--- config.mk ---
export PLATFORM = sky130hd
export DESIGN_NAME = sync_debouncer
export DESIGN_NICKNAME = d
export VERILOG_FILES = /design/src/rtl/sync_debouncer.sv
export SDC_FILE = /design/constraint.sdc
export NUM_CORES = 1
export LEC_CHECK = 0
export ABC_AREA = 0
export BUFFER_PORTS_ARGS = -buffer_cell sky130_fd_sc_hd__clkbuf_2
export CORE_MARGIN = 8
export CORE_UTILIZATION = 50
export CTS_BUF_LIST = sky130_fd_sc_hd__clkbuf_8 sky130_fd_sc_hd__clkbuf_16
export CTS_CLUSTER_SIZE = 20
export DETAILED_ROUTE_END_ITERATION = 16
export GPL_TIMING_DRIVEN = 0
export PLACE_DENSITY = 0.67
export SYNTH_ARGS = -nofsm -noshare
export SYNTH_HDL_FRONTEND = slang
export SYNTH_SLANG_ARGS = --single-unit
--- constraint.sdc ---
create_clock -name clk -period 2.2 [get_ports clk]
set_input_delay 0.11 -clock clk [delete_from_list [all_inputs] [get_ports clk]]
set_output_delay 0.11 -clock clk [all_outputs]
set_load 0.1 [all_outputs]
--- src/rtl/sync_debouncer.sv ---
// rtl/sync_debouncer.sv - input synchroniser plus counter-based debounce FSM
// Optional rejected-transition counter: SYNC_DEBOUNCER_GLITCH_CNT_EN
module sync_debouncer #(
    parameter int   SYNC_STAGES     = 2,
    parameter int   CNT_W           = 16,
    parameter int   DEBOUNCE_CYCLES = 1000,
    parameter logic RESET_LEVEL     = 1'b0
) (
    input  logic       clk,
    input  logic       rst,
    input  logic       din,
    output logic       dout,
`ifdef SYNC_DEBOUNCER_GLITCH_CNT_EN
    output logic [7:0] glitch_cnt,
`endif
    output logic       busy
);

    typedef enum logic [1:0] {
        STABLE_LO,
        PEND_HI,
        STABLE_HI,
        PEND_LO
    } state_t;

    localparam logic [CNT_W-1:0] CNT_LAST  = CNT_W'(DEBOUNCE_CYCLES - 1);
    localparam state_t           RST_STATE = RESET_LEVEL ? STABLE_HI : STABLE_LO;

    logic [SYNC_STAGES-1:0] sync_q, sync_d;
    logic                   s;
    state_t                 state_q, state_d;
    logic [CNT_W-1:0]       cnt_q, cnt_d;
    logic                   dout_q, dout_d;
    logic                   busy_q, busy_d;

    // Plain shift chain: nothing but flops between din and s.
    assign sync_d = {sync_q[SYNC_STAGES-2:0], din};
    assign s      = sync_q[SYNC_STAGES-1];

    always_comb begin
        state_d = state_q;
        cnt_d   = cnt_q;
        dout_d  = dout_q;
        case (state_q)
            STABLE_LO: begin
                cnt_d = '0;
                if (s) begin
                    state_d = PEND_HI;
                    cnt_d   = CNT_W'(1);
                end
            end
            PEND_HI: begin
                if (!s) begin
                    state_d = STABLE_LO;
                    cnt_d   = '0;
                end else if (cnt_q == CNT_LAST) begin
                    state_d = STABLE_HI;
                    dout_d  = 1'b1;
                    cnt_d   = '0;
                end else begin
                    cnt_d = cnt_q + CNT_W'(1);
                end
            end
            STABLE_HI: begin
                cnt_d = '0;
                if (!s) begin
                    state_d = PEND_LO;
                    cnt_d   = CNT_W'(1);
                end
            end
            PEND_LO: begin
                if (s) begin
                    state_d = STABLE_HI;
                    cnt_d   = '0;
                end else if (cnt_q == CNT_LAST) begin
                    state_d = STABLE_LO;
                    dout_d  = 1'b0;
                    cnt_d   = '0;
                end else begin
                    cnt_d = cnt_q + CNT_W'(1);
                end
            end
        endcase
        busy_d = (state_d == PEND_HI) || (state_d == PEND_LO);
    end

    always_ff @(posedge clk or negedge rst) begin
        if (!rst) begin
            sync_q  <= {SYNC_STAGES{RESET_LEVEL}};
            state_q <= RST_STATE;
            cnt_q   <= '0;
            dout_q  <= RESET_LEVEL;
            busy_q  <= 1'b0;
        end else begin
            sync_q  <= sync_d;
            state_q <= state_d;
            cnt_q   <= cnt_d;
            dout_q  <= dout_d;
            busy_q  <= busy_d;
        end
    end

    assign dout = dout_q;
    assign busy = busy_q;

`ifdef SYNC_DEBOUNCER_GLITCH_CNT_EN
    logic       glitch;
    logic [7:0] glitch_cnt_q, glitch_cnt_d;

    // A pending candidate abandoned because s went back to the held level.
    assign glitch = ((state_q == PEND_HI) && !s) || ((state_q == PEND_LO) && s);

    always_comb begin
        glitch_cnt_d = glitch_cnt_q;
        if (glitch && (glitch_cnt_q != 8'hFF)) begin
            glitch_cnt_d = glitch_cnt_q + 8'd1;
        end
    end

    always_ff @(posedge clk or negedge rst) begin
        if (!rst) begin
            glitch_cnt_q <= 8'd0;
        end else begin
            glitch_cnt_q <= glitch_cnt_d;
        end
    end

    assign glitch_cnt = glitch_cnt_q;
`endif

endmodule
==> results.cfg, run 1 <==
[status]
outcome = finished, final reports clean

[die]
dieArea_sq_um = 3810
fp-row-count = 16
initial_cell_density_of_the_core_pct = 53.3
io_pins = 5
die_height_microns = 61.7
die_w_microns = 61.7
design.core.area_sq_um = 1960

[placement]
port_buffers = 4
placed_area_sq_um = 1100
gp_congestion = 0.830
dpl_worst_slack_ns = 0.331
dp_hpwl_microns = 1290

[finish]
post_route_cells_drive_above_1_share_pct = 14.5
post-route-cell-area_sq_um = 1170
n_fill_cell = 186
post_synthesis_to_final_layout_area_growth_pct = 12.3
num-nets-final = 115
antennaDiodeCount = 0

[sta]
slew_headroom_pct = 64.1
setup_repair_after_global_routing_missed_its_margin = no
setup-violations-final = 0
timing.final.crit_period_ns = 1.92
fmaxAchievable_ghz = 0.521
layout_worst_path_cycle_share_pct = 87.3
timing_worst_slew_pin_value_ns = 0.541
worst_clock_skew_ns = 0.00365
finalHoldViolations = 0
final.setup.worst_slack_ns = 0.280
tns_ns = 0
report.final.slew_viol_count = 0
timing.hold.ws_ns = 0.351

[clocking]
cts_made_buffers = 3
tritoncts = done
clk_pin_slew_ns = 0.08
cts.repair.resized = 0
cts_buffer_depth = 2
postCtsSetupBuffers = 0
clkLatencyLatePin_ns = 0.26
clkSinkCount = 22
hold_buffer_count_at_cts = 2
h-tree-depth = 1
ctsRootBufferMaster = sky130_fd_sc_hd__clkbuf_8

[logic_synthesis]
post_synth_inst_count = 100
synth_flop_cell = sky130_fd_sc_hd__dfrtp_1
seq_total_area_yosys_pct = 52.7
synth_top_cell_area_share_pct = 52.7
synth_largest_area_cell = sky130_fd_sc_hd__dfrtp_1
netlist_top_cells_count = 22 x sky130_fd_sc_hd__dfrtp_1, 15 x sky130_fd_sc_hd__nor2_1, 9 x sky130_fd_sc_hd__nand3_1, 9 x sky130_fd_sc_hd__xor2_1, 8 x sky130_fd_sc_hd__nand4_1
synth_fp_nets = 104
synthesis_warning_total = 0
yosys-top-cells-area = sky130_fd_sc_hd__dfrtp_1 53%, sky130_fd_sc_hd__xor2_1 7.5%, sky130_fd_sc_hd__nor2_1 5.4%, sky130_fd_sc_hd__nand4_1 4.8%, sky130_fd_sc_hd__nand3_1 4.3%
synth.most_common_cell = sky130_fd_sc_hd__dfrtp_1
async_reset_ff_share_pct = 100
post_synth.cell_area_avg_sq_um = 10.4
cell_area_after_technology_mapping_sq_um = 1040
synth-seq-cells = 22
ys_types = 28
synth_enable_flop_cells = 0

[route]
first_iter_violations = 7
totalWireLength_microns = 1840
drc = 0
vias_per_cell = 5.44
drt_wl_cell_microns = 13.4
postRouteAntennaNets = 0
drt_pass1_iterations = 4
routed-via-count = 745

[global_routing]
via_count_of_the_first_global_routing_pass = 726
grt_pass1_wl_microns = 3330
grt_start_max_net_pins = 23
globalRoute.totalOverflow = 0
antenna_found_initial = 0
overall_fraction_of_global_route_tracks_in_use_pct = 11.7

[critical_path]
crit_required_ns = 2.34
path_class = register to register
worst_setup_path_start_kind = register
crit_path_max_fanout = 10
crit_arrival_ns = 2.06
crit_path_end_kind = register

[pwr]
static-leakage-power_nw = 0.486
ir_drop_v = 0.000401
pwr_density_cell_nw_per_um2 = 626

[worst_hold_path]
hold_path.class = input port to asynchronous set/reset pin

[run]
cap_violations = 0
==> critical path, cell delays in order (launching register included) <==
cell	delay, ns
sky130_fd_sc_hd__dfrtp_1	0.43
sky130_fd_sc_hd__ha_1	0.17
sky130_fd_sc_hd__buf_2	0.19
sky130_fd_sc_hd__nor4b_2	0.25
sky130_fd_sc_hd__nand4_1	0.12
sky130_fd_sc_hd__nand3_1	0.26
sky130_fd_sc_hd__buf_2	0.30
sky130_fd_sc_hd__nor2_1	0.08
==> layout make-up <==
class	instances	area (sq um)	share of cell area (%)
flip-flops and latches	22	551	46.9
multi-input cells	72	465	39.7
well taps	27	33.8	2.88
inverters	2	7.51	0.640
repair buffers	6	40.0	3.41
plain buffers	4	21.3	1.81
clock buffers	4	55.1	4.69
==> stage by stage <==
| step | total power, mW | utilization, % | std cells |
|---|---|---|---|
| 2_1_floorplan | 0.442 | - | 100 |
| 3_3_place_gp | 0.457 | 56.0 | 131 |
| 3_5_place_dp | 0.457 | 56.0 | 131 |
| 4_1_cts | 0.743 | 59.8 | 137 |
| 5_1_grt | 0.756 | 59.8 | 137 |
| 6_report | 0.735 | 59.8 | 137 |
==> cell families (layout without fill, tap and decap cells) <==
family / after synthesis / in the layout / share of synthesized area, %
simple gates: 52 / 52 / 28.1
flops: 22 / 22 / 52.7
xor+xnor: 14 / 14 / 11.7
buf+inv: 6 / 16 / 2.75
compound gates: 4 / 4 / 2.39
fa+ha+maj: 1 / 1 / 1.20
mux: 1 / 1 / 1.08
==> final timing paths <==
check                      slack [ns]                  end                 from  cells past startpoint
min in group clk                 0.36  sync_q[1]$_DFF_PN0_  sync_q[0]$_DFF_PN0_                      0
min                              0.35   cnt_q[3]$_DFF_PN0_                  rst                      2
max in group asynchronous        1.50  cnt_q[15]$_DFF_PN0_                  rst                      2
max reg2reg                      0.28  cnt_q[13]$_DFF_PN0_   cnt_q[0]$_DFF_PN0_                      7
max                              0.28  cnt_q[13]$_DFF_PN0_   cnt_q[0]$_DFF_PN0_                      7
min reg2reg                      0.36  sync_q[1]$_DFF_PN0_  sync_q[0]$_DFF_PN0_                      0
==> metal layers <==
layer	vias to the layer above	GRT usage (%)	share of wire [%]
met2	18	17.7	45
li1	372	-	-
met3	5	2.67	4.4
met5	-	0	0
met4	0	5.52	2.1
met1	350	15.4	49
==> sequential cells by signal, summed over array words and instances (netlist names) <==
signal   flops
dout         1
sync_q       2
cnt_q       16
state_q      2
busy         1
==> placed cells by master (no fill, tap or decap) <==
cell	netlist	layout
sky130_fd_sc_hd__dfrtp_1	22	22
sky130_fd_sc_hd__ha_1	1	1
sky130_fd_sc_hd__a21boi_0	1	1
sky130_fd_sc_hd__or4_1	1	1
sky130_fd_sc_hd__nor4b_2	1	1
sky130_fd_sc_hd__clkbuf_2	0	4
sky130_fd_sc_hd__dlygate4sd3_1	0	2
sky130_fd_sc_hd__or3b_1	1	1
sky130_fd_sc_hd__nand3_1	9	9
sky130_fd_sc_hd__nor3_1	2	2
sky130_fd_sc_hd__buf_4	1	1
sky130_fd_sc_hd__nand4_1	8	8
sky130_fd_sc_hd__clkbuf_8	0	4
sky130_fd_sc_hd__nor4b_1	1	1
sky130_fd_sc_hd__buf_2	2	2
sky130_fd_sc_hd__and4_1	2	2
sky130_fd_sc_hd__xnor2_1	5	5
sky130_fd_sc_hd__clkbuf_1	1	1
sky130_fd_sc_hd__and4bb_2	1	1
sky130_fd_sc_hd__a21oi_1	1	1
sky130_fd_sc_hd__nand2_2	1	1
sky130_fd_sc_hd__inv_1	2	2
sky130_fd_sc_hd__nor4_1	2	2
sky130_fd_sc_hd__mux2_2	1	1
sky130_fd_sc_hd__xor2_1	9	9
sky130_fd_sc_hd__o21ai_0	1	1
sky130_fd_sc_hd__nand2_1	4	4
sky130_fd_sc_hd__nor2_1	15	15
sky130_fd_sc_hd__and2_1	3	3
sky130_fd_sc_hd__o31ai_1	1	1
sky130_fd_sc_hd__and4_2	1	1
==> power breakdown <==
group / switching [mW] / leakage [nW] / internal, mW
Combinational: 0.0256 / 0.161 / 0.0102
Sequential: 0.00586 / 0.296 / 0.410
Clock: 0.124 / 0.0288 / 0.159
No activity file was read; power rests on OpenSTA's default activity.
==> run 2, diff against run 1 <==
--- a/config.mk
+++ b/config.mk
@@ -14,6 +14,7 @@
 export DETAILED_ROUTE_END_ITERATION = 16
 export GPL_TIMING_DRIVEN = 0
 export PLACE_DENSITY = 0.67
+export RECOVER_POWER = 100
 export SYNTH_ARGS = -nofsm -noshare
 export SYNTH_HDL_FRONTEND = slang
 export SYNTH_SLANG_ARGS = --single-unit
==> run 2 against run 1 <==
Compared with the run above: non-clock buffer count is the same; flip-flop and latch count did not move; hold slack gained 0.0065 ns; cell area shrank 0.32%; worst setup slack worse by 0.019 ns; sequential share of layout area grew 0.15 points; critical path depth did not move; combinational power is 2% lower; clock skew hardly changed; first-iteration DRC count stayed put; register-to-register slack worse by 0.02 ns; global-route usage stayed put; largest cell class unchanged.
==> results.cfg, run 2 (synthesis gave the netlist of run 1 again) <==
[critical_path]
r2r_end = cnt_q[13]$_DFF_PN0_
startpoint = cnt_q[0]$_DFF_PN0_
crit_path_end_kind = register
path_depth = 7
ff2ff_path_depth = 7
crit_path_max_fanout = 10
ordered_list_of_cells_on_the_worst_path = ha_1 -> buf_2 -> nor4b_2 -> nand4_1 -> nand3_1 -> clkbuf_2 -> nor2_1
crit_arrival_ns = 2.08
worst_path_dominant_cell_family = simple AND/OR/NAND/NOR gates
crit_required_ns = 2.34
critical_path.endpoint = cnt_q[13]$_DFF_PN0_
worst-r2r-setup-slack_ns = 0.26
crit-reg2reg-launch = cnt_q[0]$_DFF_PN0_
critical-path-max-stage-delay_ns = 0.43
critPathSlowestCell = sky130_fd_sc_hd__dfrtp_1
worst_setup_path_start_kind = register
path_class = register to register
worstPathBufferInverterCount = 2

[route]
postRouteAntennaNets = 0
drc = 0
first_iter_violations = 7
routed-via-count = 744
totalWireLength_microns = 1840
vias_per_cell = 5.43
drt_wl_cell_microns = 13.4
drt_pass1_iterations = 4

[placement]
placed_area_sq_um = 1100
dp_hpwl_microns = 1290
dpl_worst_slack_ns = 0.331
placedCellCount = 131
gp_congestion = 0.830
port_buffers = 4

[clocking]
hold_buffer_count_at_cts = 2
postCtsSetupBuffers = 0
tritoncts = done
clkSinkCount = 22
clkLatencyLatePin_ns = 0.26
cts_made_buffers = 3
cts.repair.resized = 0
cts_buffer_depth = 2
ctsRootBufferMaster = sky130_fd_sc_hd__clkbuf_8
clk_pin_slew_ns = 0.08
h-tree-depth = 1

[sta]
finalHoldViolations = 0
worst_clock_skew_ns = 0.00360
slew_headroom_pct = 22.8
tns_ns = 0
fmaxAchievable_ghz = 0.516
layout_worst_path_cycle_share_pct = 88.2
timing_worst_slew_pin_value_ns = 1.16
report.final.slew_viol_count = 0
timing.final.crit_period_ns = 1.94
setup-violations-final = 0
setup_repair_after_global_routing_missed_its_margin = no
final.setup.worst_slack_ns = 0.261

[pwr]
post-layout-total-power_mw = 0.734
static-leakage-power_nw = 0.477
ir_drop_v = 0.000401
pwr_density_cell_nw_per_um2 = 628

[run]
cap_violations = 0

[finish]
num-nets-final = 115
antennaDiodeCount = 0
largest_register_ffs = 16
post-route-cell-area_sq_um = 1170
post_synthesis_to_final_layout_area_growth_pct = 12.0
mostFrequentLayoutCell = sky130_fd_sc_hd__dfrtp_1
n_fill_cell = 186
post_route_cells_drive_above_1_share_pct = 11.8
layout.cells.most_common_list = 22 x sky130_fd_sc_hd__dfrtp_1, 15 x sky130_fd_sc_hd__nor2_1, 9 x sky130_fd_sc_hd__xor2_1, 9 x sky130_fd_sc_hd__nand3_1, 8 x sky130_fd_sc_hd__nand4_1
final-instance-count-excl-fill = 137
largest-register = cnt_q
biggest_regs = cnt_q x16, state_q x2, sync_q x2

[die]
fp-row-count = 16
dieArea_sq_um = 3810
die_w_microns = 61.7
die_height_microns = 61.7
initial_cell_density_of_the_core_pct = 53.3
io_pins = 5
design.core.area_sq_um = 1960

[status]
outcome = finished, final reports clean

[global_routing]
via_count_of_the_first_global_routing_pass = 726
globalRoute.totalOverflow = 0
overall_fraction_of_global_route_tracks_in_use_pct = 11.7
grt_pass1_wl_microns = 3330
global_route.usage.met1_pct = 15.4
grt_start_max_net_pins = 23
gr-usage-met2_pct = 17.7
antenna_found_initial = 0
gr-max-usage-layer = met2
routing_usage_on_met3_pct = 2.67

[worst_hold_path]
hold_path.class = register to register
run 2: cell count changes in the layout (fill, tap and decap cells not counted), sizes merged:
cell    previous run  this run
clkbuf             9        10
buf                3         2
run 2: through the flow:
step | hold WS (ns) | util (%)
floorplan | -0.186 | -
global route | 0.377 | 59.6
finish | 0.358 | 59.6
global placement | 0.115 | 56.0
CTS | 0.365 | 59.8
detailed placement | 0.111 | 56.0
run 2: worst register-to-register path, delay by kind of cell, from the launching register on:
family | cells | cell delay (ns)
buf+inv | 2 | 0.50
fa+ha+maj | 1 | 0.17
simple gates | 4 | 0.72
flops | 1 | 0.43
run 2: how the worst min path moves through the flow:
stage | from | to | slack (ns) | cells past startpoint
after floorplan | rst | busy$_DFF_PN0_ | -0.19 | 0
after global placement | rst | cnt_q[2]$_DFF_PN0_ | 0.11 | 1
after detailed placement | rst | cnt_q[2]$_DFF_PN0_ | 0.11 | 1
after CTS | rst | cnt_q[2]$_DFF_PN0_ | 0.37 | 2
after global routing | sync_q[0]$_DFF_PN0_ | sync_q[1]$_DFF_PN0_ | 0.38 | 0
final | sync_q[0]$_DFF_PN0_ | sync_q[1]$_DFF_PN0_ | 0.36 | 0
run 2: cell type report:
type | instances | area, sq um | share of cell area [%]
inverter | 2 | 7.51 | 0.642
timing repair buffer | 6 | 36.3 | 3.10
clock buffer | 4 | 55.1 | 4.71
buffer | 4 | 21.3 | 1.82
multi-input combinational | 72 | 465 | 39.8
tap | 27 | 33.8 | 2.89
sequential | 22 | 551 | 47.1
run 2: power breakdown:
group | internal [mW] | leakage, nW | switching [mW]
Combinational | 0.00960 | 0.152 | 0.0256
Sequential | 0.410 | 0.296 | 0.00584
Clock | 0.159 | 0.0288 | 0.124
run 2: metal layers:
layer  wire length (microns)  vias to the layer above
met5                       0                        -
met2                     817                       18
met1                     900                      348
met3                      80                        5
met4                      38                        0
li1                        -                      373
==> run 3, diff against run 2 <==
--- a/config.mk
+++ b/config.mk
@@ -7,6 +7,7 @@
 export LEC_CHECK = 0
 export ABC_AREA = 0
 export BUFFER_PORTS_ARGS = -buffer_cell sky130_fd_sc_hd__clkbuf_2
+export CORE_ASPECT_RATIO = 1.1
 export CORE_MARGIN = 8
 export CORE_UTILIZATION = 50
 export CTS_BUF_LIST = sky130_fd_sc_hd__clkbuf_8 sky130_fd_sc_hd__clkbuf_16
@@ -15,6 +16,7 @@
 export GPL_TIMING_DRIVEN = 0
 export PLACE_DENSITY = 0.67
 export RECOVER_POWER = 100
+export SETUP_SLACK_MARGIN = 0.05
 export SYNTH_ARGS = -nofsm -noshare
 export SYNTH_HDL_FRONTEND = slang
 export SYNTH_SLANG_ARGS = --single-unit
==> constraint.sdc (replaced) <==
create_clock -name clk -period 2.2 [get_ports clk]
set_input_delay 0.11 -clock clk [delete_from_list [all_inputs] [get_ports clk]]
set_output_delay 0.11 -clock clk [all_outputs]
set_load 0.01 [all_outputs]
==> run 3 against run 2 <==
Compared with the run above: register-to-register slack barely moved; via count up 0.13%; die area about the same; maximum frequency fell by 0.11%; highest routed layer unchanged.
==> results.cfg, run 3 (synthesis gave the netlist of run 1 again) <==
[die]
io_pins = 5
die_w_microns = 59.6
initial_cell_density_of_the_core_pct = 52.3
fp-row-count = 17
die_height_microns = 63.9
dieArea_sq_um = 3810
design.core.area_sq_um = 2000

[global_routing]
grt_pass1_wl_microns = 3350
antenna_found_initial = 0
via_count_of_the_first_global_routing_pass = 794
globalRoute.totalOverflow = 0
grt_start_max_net_pins = 23
overall_fraction_of_global_route_tracks_in_use_pct = 10.9

[pwr]
comb_power_share_pct = 3.9
netSwitchingFraction_pct = 20.5
clock_power_share_pct = 38.9
static-leakage-power_nw = 0.476
net_switching_mw = 0.150
ir_drop_v = 0.000332
pwr_density_cell_nw_per_um2 = 622
intPower_mw = 0.579
sequentialPowerShare_pct = 57.1

[finish]
largest_register_ffs = 16
final-instance-count-excl-fill = 138
mostFrequentLayoutCell = sky130_fd_sc_hd__dfrtp_1
antennaDiodeCount = 0
post-route-cell-area_sq_um = 1170
num-nets-final = 115
layout.cells.most_common_list = 22 x sky130_fd_sc_hd__dfrtp_1, 15 x sky130_fd_sc_hd__nor2_1, 9 x sky130_fd_sc_hd__xor2_1, 9 x sky130_fd_sc_hd__nand3_1, 8 x sky130_fd_sc_hd__nand4_1
largest-register = cnt_q
post_synthesis_to_final_layout_area_growth_pct = 12.1
post_route_cells_drive_above_1_share_pct = 11.8
n_fill_cell = 187
biggest_regs = cnt_q x16, state_q x2, sync_q x2

[critical_path]
crit-reg2reg-launch = cnt_q[0]$_DFF_PN0_
ordered_list_of_cells_on_the_worst_path = ha_1 -> buf_2 -> nor4b_2 -> nand4_1 -> nand3_1 -> clkbuf_2 -> nor2_1
crit_path_end_kind = register
worst_path_dominant_cell_family = simple AND/OR/NAND/NOR gates
critical-path-max-stage-delay_ns = 0.45
path_class = register to register
worstPathBufferInverterCount = 2
critPathSlowestCell = sky130_fd_sc_hd__dfrtp_1
startpoint = cnt_q[0]$_DFF_PN0_
worst-r2r-setup-slack_ns = 0.26
ff2ff_path_depth = 7
crit_path_max_fanout = 10
crit_required_ns = 2.34
r2r_end = cnt_q[2]$_DFF_PN0_
crit_arrival_ns = 2.08
worst_setup_path_start_kind = register

[sta]
timing.final.crit_period_ns = 1.94
worst_clock_skew_ns = 0.00576
layout_worst_path_cycle_share_pct = 88.2
timing_worst_slew_pin_value_ns = 1.15
finalHoldViolations = 0
setup-violations-final = 0
report.final.slew_viol_count = 0
tns_ns = 0
setup_repair_after_global_routing_missed_its_margin = no
fmaxAchievable_ghz = 0.515
slew_headroom_pct = 23.0

[route]
vias_per_cell = 5.40
routed-via-count = 745
totalWireLength_microns = 1860
drc = 0
drt_wl_cell_microns = 13.5
first_iter_violations = 11
drt_pass1_iterations = 4
postRouteAntennaNets = 0

[clocking]
h-tree-depth = 1
cts_buffer_depth = 2
clkLatencyLatePin_ns = 0.26
cts_made_buffers = 3
tritoncts = done
ctsRootBufferMaster = sky130_fd_sc_hd__clkbuf_8
clk_pin_slew_ns = 0.08
clkSinkCount = 22

[run]
cap_violations = 0

[worst_hold_path]
whs_path_depth = 0
holdCritStartpoint = sync_q[0]$_DFF_PN0_
hold_path.class = register to register
hold_endpoint = sync_q[1]$_DFF_PN0_

[placement]
placed_area_sq_um = 1100
placedCellCount = 132
port_buffers = 4
dp_hpwl_microns = 1330
gp_congestion = 0.773

[status]
outcome = finished, final reports clean
run 3: cell types whose count changed in the layout (fill, tap and decap cells not counted):
cell | before | now
sky130_fd_sc_hd__and2_0 | 1 | 2
sky130_fd_sc_hd__and2_1 | 2 | 1
run 3: through the flow:
step                      util, %  power, mW  hold slack (ns)  setup slack (ns)
after floorplan                 -      0.436           -0.186             0.584
after global placement       55.0      0.450            0.105             0.327
after detailed placement     55.0      0.452            0.117             0.289
after CTS                    58.8      0.739            0.356             0.272
after global routing         58.6      0.758            0.358            0.0520
final                        58.6      0.728            0.352             0.259
run 3: timing repair:
item                                   in CTS  in global routing
endpoints found under the hold margin      23                  0
hold buffers                                2                  0
buffers inserted                            0                  0
gates resized for setup                     0                  0
run 3: power by group through the flow:
stage | combinational, mW | clock (mW) | sequential (mW)
2_1_floorplan | 0.0126 | 0 | 0.423
3_3_place_gp | 0.0262 | 0 | 0.424
3_5_place_dp | 0.0273 | 0 | 0.424
4_1_cts | 0.0301 | 0.293 | 0.416
5_1_grt | 0.0334 | 0.307 | 0.417
6_report | 0.0286 | 0.284 | 0.416
run 3: area by class of cell:
class | instances | area (sq um) | share of cell area [%]
Tap cell | 28 | 35.0 | 2.99
Timing Repair Buffer | 6 | 36.3 | 3.10
Inverter | 2 | 7.51 | 0.641
Multi-Input combinational cell | 72 | 465 | 39.7
Buffer | 4 | 21.3 | 1.82
Sequential cell | 22 | 551 | 47.0
Clock buffer | 4 | 55.1 | 4.70
run 3: per-layer routing:
metal | routed length (microns) | GRT usage, % | vias up
met5 | 0 | 0 | -
met4 | 14 | 2.99 | 0
met3 | 48 | 2.60 | 2
met2 | 904 | 18.6 | 8
met1 | 895 | 13.1 | 366
li1 | - | - | 369
run 3: worst reg2reg max path, delay by kind of cell, from the launching register on:
kind,cells,cell delay (ns)
simple gates,4,0.72
fa+ha+maj,1,0.17
buf+inv,2,0.48
flops,1,0.45
run 3: how the worst max path moves through the flow:
stage / to / cells after the start
after floorplan: dout$_DFFE_PN0P_ / 6
after global placement: cnt_q[13]$_DFF_PN0_ / 7
after detailed placement: cnt_q[2]$_DFF_PN0_ / 7
after CTS: cnt_q[2]$_DFF_PN0_ / 7
after global routing: cnt_q[2]$_DFF_PN0_ / 7
final: cnt_q[2]$_DFF_PN0_ / 7
